==> config.mk <==
export PLATFORM = sky130hd
export DESIGN_NAME = yontem1_ripple_adder
export DESIGN_NICKNAME = d
export VERILOG_FILES = /design/src/rtl/yontem1_ripple_adder.sv
export SDC_FILE = /design/constraint.sdc
export NUM_CORES = 1
export LEC_CHECK = 0
export BUFFER_PORTS_ARGS = -buffer_cell sky130_fd_sc_hd__buf_2
export CAP_MARGIN = 20
export CORE_AREA = 2 2 101 103
export DETAILED_ROUTE_END_ITERATION = 8
export DIE_AREA = 0 0 103 105
export GPL_TIMING_DRIVEN = 0
export PLACE_DENSITY = 0.67
export SLEW_MARGIN = 20
export SYNTH_ARGS = -nofsm -noshare
export SYNTH_HDL_FRONTEND = slang
export SYNTH_HIERARCHICAL = 1
export SYNTH_SLANG_ARGS = --single-unit
==> constraint.sdc <==
create_clock -name clk_i -period 118.5 [get_ports clk_i]
set_input_delay 23.7 -clock clk_i [delete_from_list [all_inputs] [get_ports clk_i]]
set_output_delay 23.7 -clock clk_i [all_outputs]
set_load 0.005 [all_outputs]
==> src/rtl/yontem1_ripple_adder.sv <==
// yontem1_ripple_adder: unsigned ripple-carry adder built from a chain of
// WIDTH one-bit full-adder cells, with a combinational result and a
// registered copy of that result.

// One-bit full adder cell.
module yontem1_full_adder (
    input  logic a_i,
    input  logic b_i,
    input  logic cin_i,
    output logic s_o,
    output logic cout_o
);

    logic p;

    // Propagate term is shared between the sum and the carry.
    always_comb begin
        p      = a_i ^ b_i;
        s_o    = p ^ cin_i;
        cout_o = (a_i & b_i) | (cin_i & p);
    end

endmodule

module yontem1_ripple_adder #(
    parameter int unsigned WIDTH = 64
) (
    input  logic             clk_i,
    input  logic             rst_i,
    input  logic [WIDTH-1:0] num1_i,
    input  logic [WIDTH-1:0] num2_i,
    output logic [WIDTH-1:0] sum_o,
    output logic             cout_o,
    output logic [WIDTH-1:0] sum_q_o,
    output logic             cout_q_o
);

    // carry[k] is the carry into cell k; carry[WIDTH] leaves the MSB cell.
    logic [WIDTH:0]   carry;
    logic [WIDTH-1:0] sum_d;
    logic             cout_d;
    logic [WIDTH-1:0] sum_q;
    logic             cout_q;

    assign carry[0] = 1'b0;

    for (genvar k = 0; k < WIDTH; k++) begin : g_cell
        yontem1_full_adder u_fa (
            .a_i   (num1_i[k]),
            .b_i   (num2_i[k]),
            .cin_i (carry[k]),
            .s_o   (sum_d[k]),
            .cout_o(carry[k+1])
        );
    end

    // Final carry out of the chain.
    always_comb begin
        cout_d = carry[WIDTH];
    end

    // Output register: captures the combinational result on each rising edge.
    always_ff @(posedge clk_i or posedge rst_i) begin
        if (rst_i) begin
            sum_q  <= '0;
            cout_q <= 1'b0;
        end else begin
            sum_q  <= sum_d;
            cout_q <= cout_d;
        end
    end

    assign sum_o    = sum_d;
    assign cout_o   = cout_d;
    assign sum_q_o  = sum_q;
    assign cout_q_o = cout_q;

endmodule

Word level (Yosys, flattened, before mapping)
Cells that the tools add are included.
Cells by class
  bitwise logic cells: 317
Operators by type and width (count)
  AND 1 bit: 127
  bitwise XOR 1 bit: 127
  OR 1 bit: 63
Storage, ports and cells
  output and inout port bits: 130
  flip-flop bits (word level): 65
  logic and storage cells: 319
  bits of input ports: 130

Logic depth before layout (Yosys ltp)
  depth after elaboration: 127
  depth in mapped cells: 64
  gate-level depth less buffers: 64

Cells and area by module
The synthesis kept the hierarchy.
Modules (own cells, without submodules)
  yontem1_ripple_adder: cells each 67, times used 1, area each 1634.1 um2, seq. area each 1626.6 um2
  yontem1_full_adder: cells each 1, times used 64, area each 20.0 um2, seq. area each 0.0 um2

Least setup slack after synthesis
OpenSTA, ideal clock, no wires.
  path kind: input port to output port
  start: input port num1_i[0]
  end: output port sum_o[63]
  buffers on the path: 0
  data required time: 94.800 ns
  stages: 64
  path slack: 46.626 ns
  data arrival time: 48.174 ns
  path through: fa_1 fa_1 fa_1 fa_1 fa_1 fa_1 fa_1 fa_1 fa_1 fa_1 fa_1 fa_1 fa_1 fa_1 fa_1 fa_1 fa_1 fa_1 [... 28 more ...] fa_1 fa_1 fa_1 fa_1 fa_1 fa_1 fa_1 fa_1 fa_1 fa_1 fa_1 fa_1 fa_1 fa_1 fa_1 fa_1 fa_1 fa_1
Between the ends
  cells in the longest elaborated chain, start to end: 126
Ends and longest elaborated chain
  from (decl): line 30  | input logic [WIDTH-1:0] num1_i,
  AND 1 bit (2 in series): line 20  | cout_o = (a_i & b_i) | (cin_i & p);
  OR 1 bit: line 20
  net carry[2]: line 39  | logic [WIDTH:0] carry;
  AND 1 bit: line 20
  OR 1 bit: line 20
  net carry[3]: line 39
  AND 1 bit: line 20
  OR 1 bit: line 20
  net carry[4]: line 39
  [... 2 more ...]
  net carry[5]: line 39
  [... 2 more ...]
  net carry[6]: line 39
  [... 2 more ...]
  net carry[7]: line 39
  [... 2 more ...]
  net carry[8]: line 39
  [... 2 more ...]
  net carry[9]: line 39
  [... 2 more ...]
  net carry[10]: line 39
  [... 2 more ...]
  net carry[11]: line 39
  [... 2 more ...]
  net carry[12]: line 39
  [... 2 more ...]
  net carry[13]: line 39
  [... 2 more ...]
  net carry[14]: line 39
  [... 2 more ...]
  net carry[15]: line 39
  [... 2 more ...]
  net carry[16]: line 39
  [... 2 more ...]
  net carry[17]: line 39
  [... 2 more ...]
  net carry[18]: line 39
  [... 2 more ...]
  net carry[19]: line 39
  [... 2 more ...]
  net carry[20]: line 39
  [... 2 more ...]
  net carry[21]: line 39
  [... 2 more ...]
  net carry[22]: line 39
  [... 2 more ...]
  net carry[23]: line 39
  [... 2 more ...]
  net carry[24]: line 39
  [... 2 more ...]
  net carry[25]: line 39
  [... 2 more ...]
  net carry[26]: line 39
  [... 2 more ...]
  net carry[27]: line 39
  [... 2 more ...]
  net carry[28]: line 39
  [... 2 more ...]
  net carry[29]: line 39
  [... 2 more ...]
  net carry[30]: line 39
  [... 2 more ...]
  net carry[31]: line 39
  [... 2 more ...]
  net carry[32]: line 39
  [... 2 more ...]
  net carry[33]: line 39
  [... 2 more ...]
  net carry[34]: line 39
  [... 2 more ...]
  net carry[35]: line 39
  [... 2 more ...]
  net carry[36]: line 39
  [... 2 more ...]
  net carry[37]: line 39
  [... 2 more ...]
  net carry[38]: line 39
  [... 2 more ...]
  net carry[39]: line 39
  [... 2 more ...]
  net carry[40]: line 39
  [... 2 more ...]
  net carry[41]: line 39
  [... 2 more ...]
  net carry[42]: line 39
  [... 2 more ...]
  net carry[43]: line 39
  [... 2 more ...]
  net carry[44]: line 39
  [... 2 more ...]
  net carry[45]: line 39
  [... 2 more ...]
  net carry[46]: line 39
  [... 2 more ...]
  net carry[47]: line 39
  [... 2 more ...]
  net carry[48]: line 39
  [... 2 more ...]
  net carry[49]: line 39
  [... 2 more ...]
  net carry[50]: line 39
  [... 2 more ...]
  net carry[51]: line 39
  [... 2 more ...]
  net carry[52]: line 39
  [... 2 more ...]
  net carry[53]: line 39
  [... 2 more ...]
  net carry[54]: line 39
  [... 2 more ...]
  net carry[55]: line 39
  [... 2 more ...]
  net carry[56]: line 39
  [... 2 more ...]
  net carry[57]: line 39
  [... 2 more ...]
  net carry[58]: line 39
  [... 2 more ...]
  net carry[59]: line 39
  [... 2 more ...]
  net carry[60]: line 39
  [... 2 more ...]
  net carry[61]: line 39
  AND 1 bit: line 20
  OR 1 bit: line 20
  net carry[62]: line 39
  AND 1 bit: line 20
  OR 1 bit: line 20
  net carry[63]: line 39
  bitwise XOR 1 bit: line 19  | s_o = p ^ cin_i;
  to (decl): line 32  | output logic [WIDTH-1:0] sum_o,
The timed path passes the listed nets, and every way through them passes these cells.

Final worst setup path
  start: input port num1_i[0]
  end: output port sum_o[63]
Between the ends
  cells in the longest elaborated chain, start to end: 126
Ends and longest elaborated chain (line)
  AND 1 bit: 20
  net carry[1]: 39
  AND 1 bit: 20
  OR 1 bit: 20
  net carry[2]: 39
  AND 1 bit: 20
  OR 1 bit: 20
  net carry[3]: 39
  [... 2 more ...]
  net carry[4]: 39
  [... 2 more ...]
  net carry[5]: 39
  [... 2 more ...]
  net carry[6]: 39
  [... 2 more ...]
  net carry[7]: 39
  [... 2 more ...]
  net carry[8]: 39
  [... 2 more ...]
  net carry[9]: 39
  [... 2 more ...]
  net carry[10]: 39
  [... 2 more ...]
  net carry[11]: 39
  [... 2 more ...]
  net carry[12]: 39
  [... 2 more ...]
  net carry[13]: 39
  [... 2 more ...]
  net carry[14]: 39
  [... 2 more ...]
  net carry[15]: 39
  [... 2 more ...]
  net carry[16]: 39
  [... 2 more ...]
  net carry[17]: 39
  [... 2 more ...]
  net carry[18]: 39
  [... 2 more ...]
  net carry[19]: 39
  [... 2 more ...]
  net carry[20]: 39
  [... 2 more ...]
  net carry[21]: 39
  [... 2 more ...]
  net carry[22]: 39
  [... 2 more ...]
  net carry[23]: 39
  [... 2 more ...]
  net carry[24]: 39
  [... 2 more ...]
  net carry[25]: 39
  [... 2 more ...]
  net carry[26]: 39
  [... 2 more ...]
  net carry[27]: 39
  [... 2 more ...]
  net carry[28]: 39
  [... 2 more ...]
  net carry[29]: 39
  [... 2 more ...]
  net carry[30]: 39
  [... 2 more ...]
  net carry[31]: 39
  [... 2 more ...]
  net carry[32]: 39
  [... 2 more ...]
  net carry[33]: 39
  [... 2 more ...]
  net carry[34]: 39
  [... 2 more ...]
  net carry[35]: 39
  [... 2 more ...]
  net carry[36]: 39
  [... 2 more ...]
  net carry[37]: 39
  [... 2 more ...]
  net carry[38]: 39
  [... 2 more ...]
  net carry[39]: 39
  [... 2 more ...]
  net carry[40]: 39
  [... 2 more ...]
  net carry[41]: 39
  [... 2 more ...]
  net carry[42]: 39
  [... 2 more ...]
  net carry[43]: 39
  [... 2 more ...]
  net carry[44]: 39
  [... 2 more ...]
  net carry[45]: 39
  [... 2 more ...]
  net carry[46]: 39
  [... 2 more ...]
  net carry[47]: 39
  [... 2 more ...]
  net carry[48]: 39
  [... 2 more ...]
  net carry[49]: 39
  [... 2 more ...]
  net carry[50]: 39
  [... 2 more ...]
  net carry[51]: 39
  [... 2 more ...]
  net carry[52]: 39
  [... 2 more ...]
  net carry[53]: 39
  [... 2 more ...]
  net carry[54]: 39
  [... 2 more ...]
  net carry[55]: 39
  [... 2 more ...]
  net carry[56]: 39
  [... 2 more ...]
  net carry[57]: 39
  [... 2 more ...]
  net carry[58]: 39
  [... 2 more ...]
  net carry[59]: 39
  [... 2 more ...]
  net carry[60]: 39
  [... 2 more ...]
  net carry[61]: 39
  AND 1 bit: 20
  OR 1 bit: 20
  net carry[62]: 39
  AND 1 bit: 20
  OR 1 bit: 20
  net carry[63]: 39
  bitwise XOR 1 bit: 19
The timed path passes the listed nets, and every way through them passes these cells.

==> impl_metrics.ini <==
[synthesis]
yosysWarnings = 6
syn_inst = 131
synth_seq_area_share_pct = 55.79
avgSynthCellArea_um2 = 22.25
synth_cell_types = 4
ys_ff_latch = 65
synth_nets = 325
syn_area_um2 = 2915

[global_routing]
grt_max_degree = 45
grt_pass1_wl_mm = 12.54
track_usage_pct = 15.90
antenna_found_initial = 0
first_global_vias = 2527
overflow = 0

[cells_and_area]
area_growth_pct = 59.31
antennaDiodeCount = 0
layout_commonest_cell = buf_2
final_cell_mix = buf_2, dfrtp_1, fa_1
drive_above_1_share_pct = 67.81
fin_nets = 596
fill_cells = 907

[routing]
ant_nets = 0
num_vias = 2206
wirelength_mm = 8.271
wire_per_inst_um = 15.32
drc_errors = 0
drt_iter0_drc = 54
avgViaCountPerCell = 4.085
firstDrtPassIters = 4

[power]
p_leak_nw = 2.380
ir_drop_mv = 0.005791
powerDensity_nw_per_um2 = 15.37
finalPower_uw = 71.37

[floorplanning]
coreArea_um2 = 9639
initial_core_util_pct = 30.24
die_height_um = 105
rows = 36
die_w_um = 103
dieArea_um2 = 10820
io_pins = 260

[cts]
cts_buffers = 9
clock_sinks = 65
cts_resized = 0
cts_tree = built
h-tree-depth = 3
path_clk_slew_ns = 0.07
clockRootBuffer = clkbuf_8
cts_hold_repair.buffers = 0
post_cts_buffers = 0
ctsLongestPathBuffers = 2

[status]
status = completed

[worst_setup_path]
cp_slowest_cell = fa_1
critPathMostFrequentCell = fa_1
max_stage_delay_ns = 0.51
worst_ep_arrival_time_ns = 49.63
cp-start-kind = input pin
cp.required_ns = 94.80
worstSetupPathType = in -> out
path_max_fanout = 2
endpoint_kind = output port

[timing]
hold_violations = 0
setup_viol = 0
clock.fmax_mhz = 13.64
period_share_pct = 61.88
fin_setup_tns_ns = 0
hold_slack_ns = 23.32
period_minus_slack_ns = 73.33
rsz0062_at_grt = false
slew_viol_final = 0
fin_ws_ns = 45.17

[placement]
dp_hpwl_mm = 7.414
port_buffers = 259
place.gp.congestion = 0.7607
pre_cts_slack_ns = 45.11

[run]
max-cap-violations = 0

[worst_hold_path]
worstHoldPathType = in -> async
kinds of logic after synthesis:
group                    synth area share, %
adder cells (fa/ha/maj)                43.95
other                                 0.1286
buffers and inverters                 0.1286
flip-flops                             55.79
synthesized netlist by cell type:
cell | instances | area, µm²
conb_1 | 1 | 3.750
fa_1 | 64 | 1281
dfrtp_1 | 65 | 1627
inv_1 | 1 | 3.750
worst max-delay path, delay by kind of cell:
family,cells,cell delay (ns)
adder cells (fa/ha/maj),64,25.70
buffers and inverters,2,0.22
path summary, 6_finish.rpt:
kind / endpoint / cells after the start / slack, ns / from
min in group clk_i: sum_q_o[46]$_DFF_PP0_ / 2 / 23.65 / num2_i[46]
max in group asynchronous: sum_q_o[2]$_DFF_PP0_ / 3 / 94.66 / rst_i
worst min-delay path: sum_q_o[21]$_DFF_PP0_ / 2 / 23.32 / rst_i
worst max-delay path: sum_o[63] / 66 / 45.17 / num1_i[0]
power breakdown:
group,switching (mW),total (mW),internal (mW)
Combinational,0.0104,0.0212,0.0108
Sequential,0.000989,0.0275,0.0265
Clock,0.00813,0.0227,0.0145
layout make-up:
| cell class | count | area, µm² | share of cell area, % |
|---|---|---|---|
| clock buffer | 11 | 141.4 | 3.044 |
| timing repair buffer | 260 | 1316 | 28.34 |
| inverter | 1 | 6.256 | 0.1347 |
| tap | 133 | 166.4 | 3.583 |
| multi-input combinational | 65 | 1285 | 27.67 |
| sequential | 65 | 1627 | 35.02 |
| clock inverter | 5 | 102.6 | 2.209 |
per-stage QoR:
stage | utilization, % | area [µm²] | instances
2_1_floorplan | - | 2915 | 131
3_3_place_gp | 45.42 | 4378 | 523
3_5_place_dp | 45.65 | 4400 | 524
4_1_cts | 48.18 | 4644 | 540
5_1_grt | 48.18 | 4644 | 540
6_report | 48.18 | 4644 | 540
layer usage:
| metal | vias up | GRT usage [%] | part of all wire, % |
|---|---|---|---|
| met5 | - | 0 | 0 |
| met4 | 0 | 5.639 | 1.7 |
| met3 | 13 | 5.686 | 8.9 |
| met2 | 138 | 28.76 | 56 |
| met1 | 1109 | 16.61 | 33 |
| li1 | 946 | - | - |
registers in the layout (all words and copies together), names as in the netlist:
name / flops
cout_q_o: 1
sum_q_o: 64
Power figures use the tool's default switching activity.
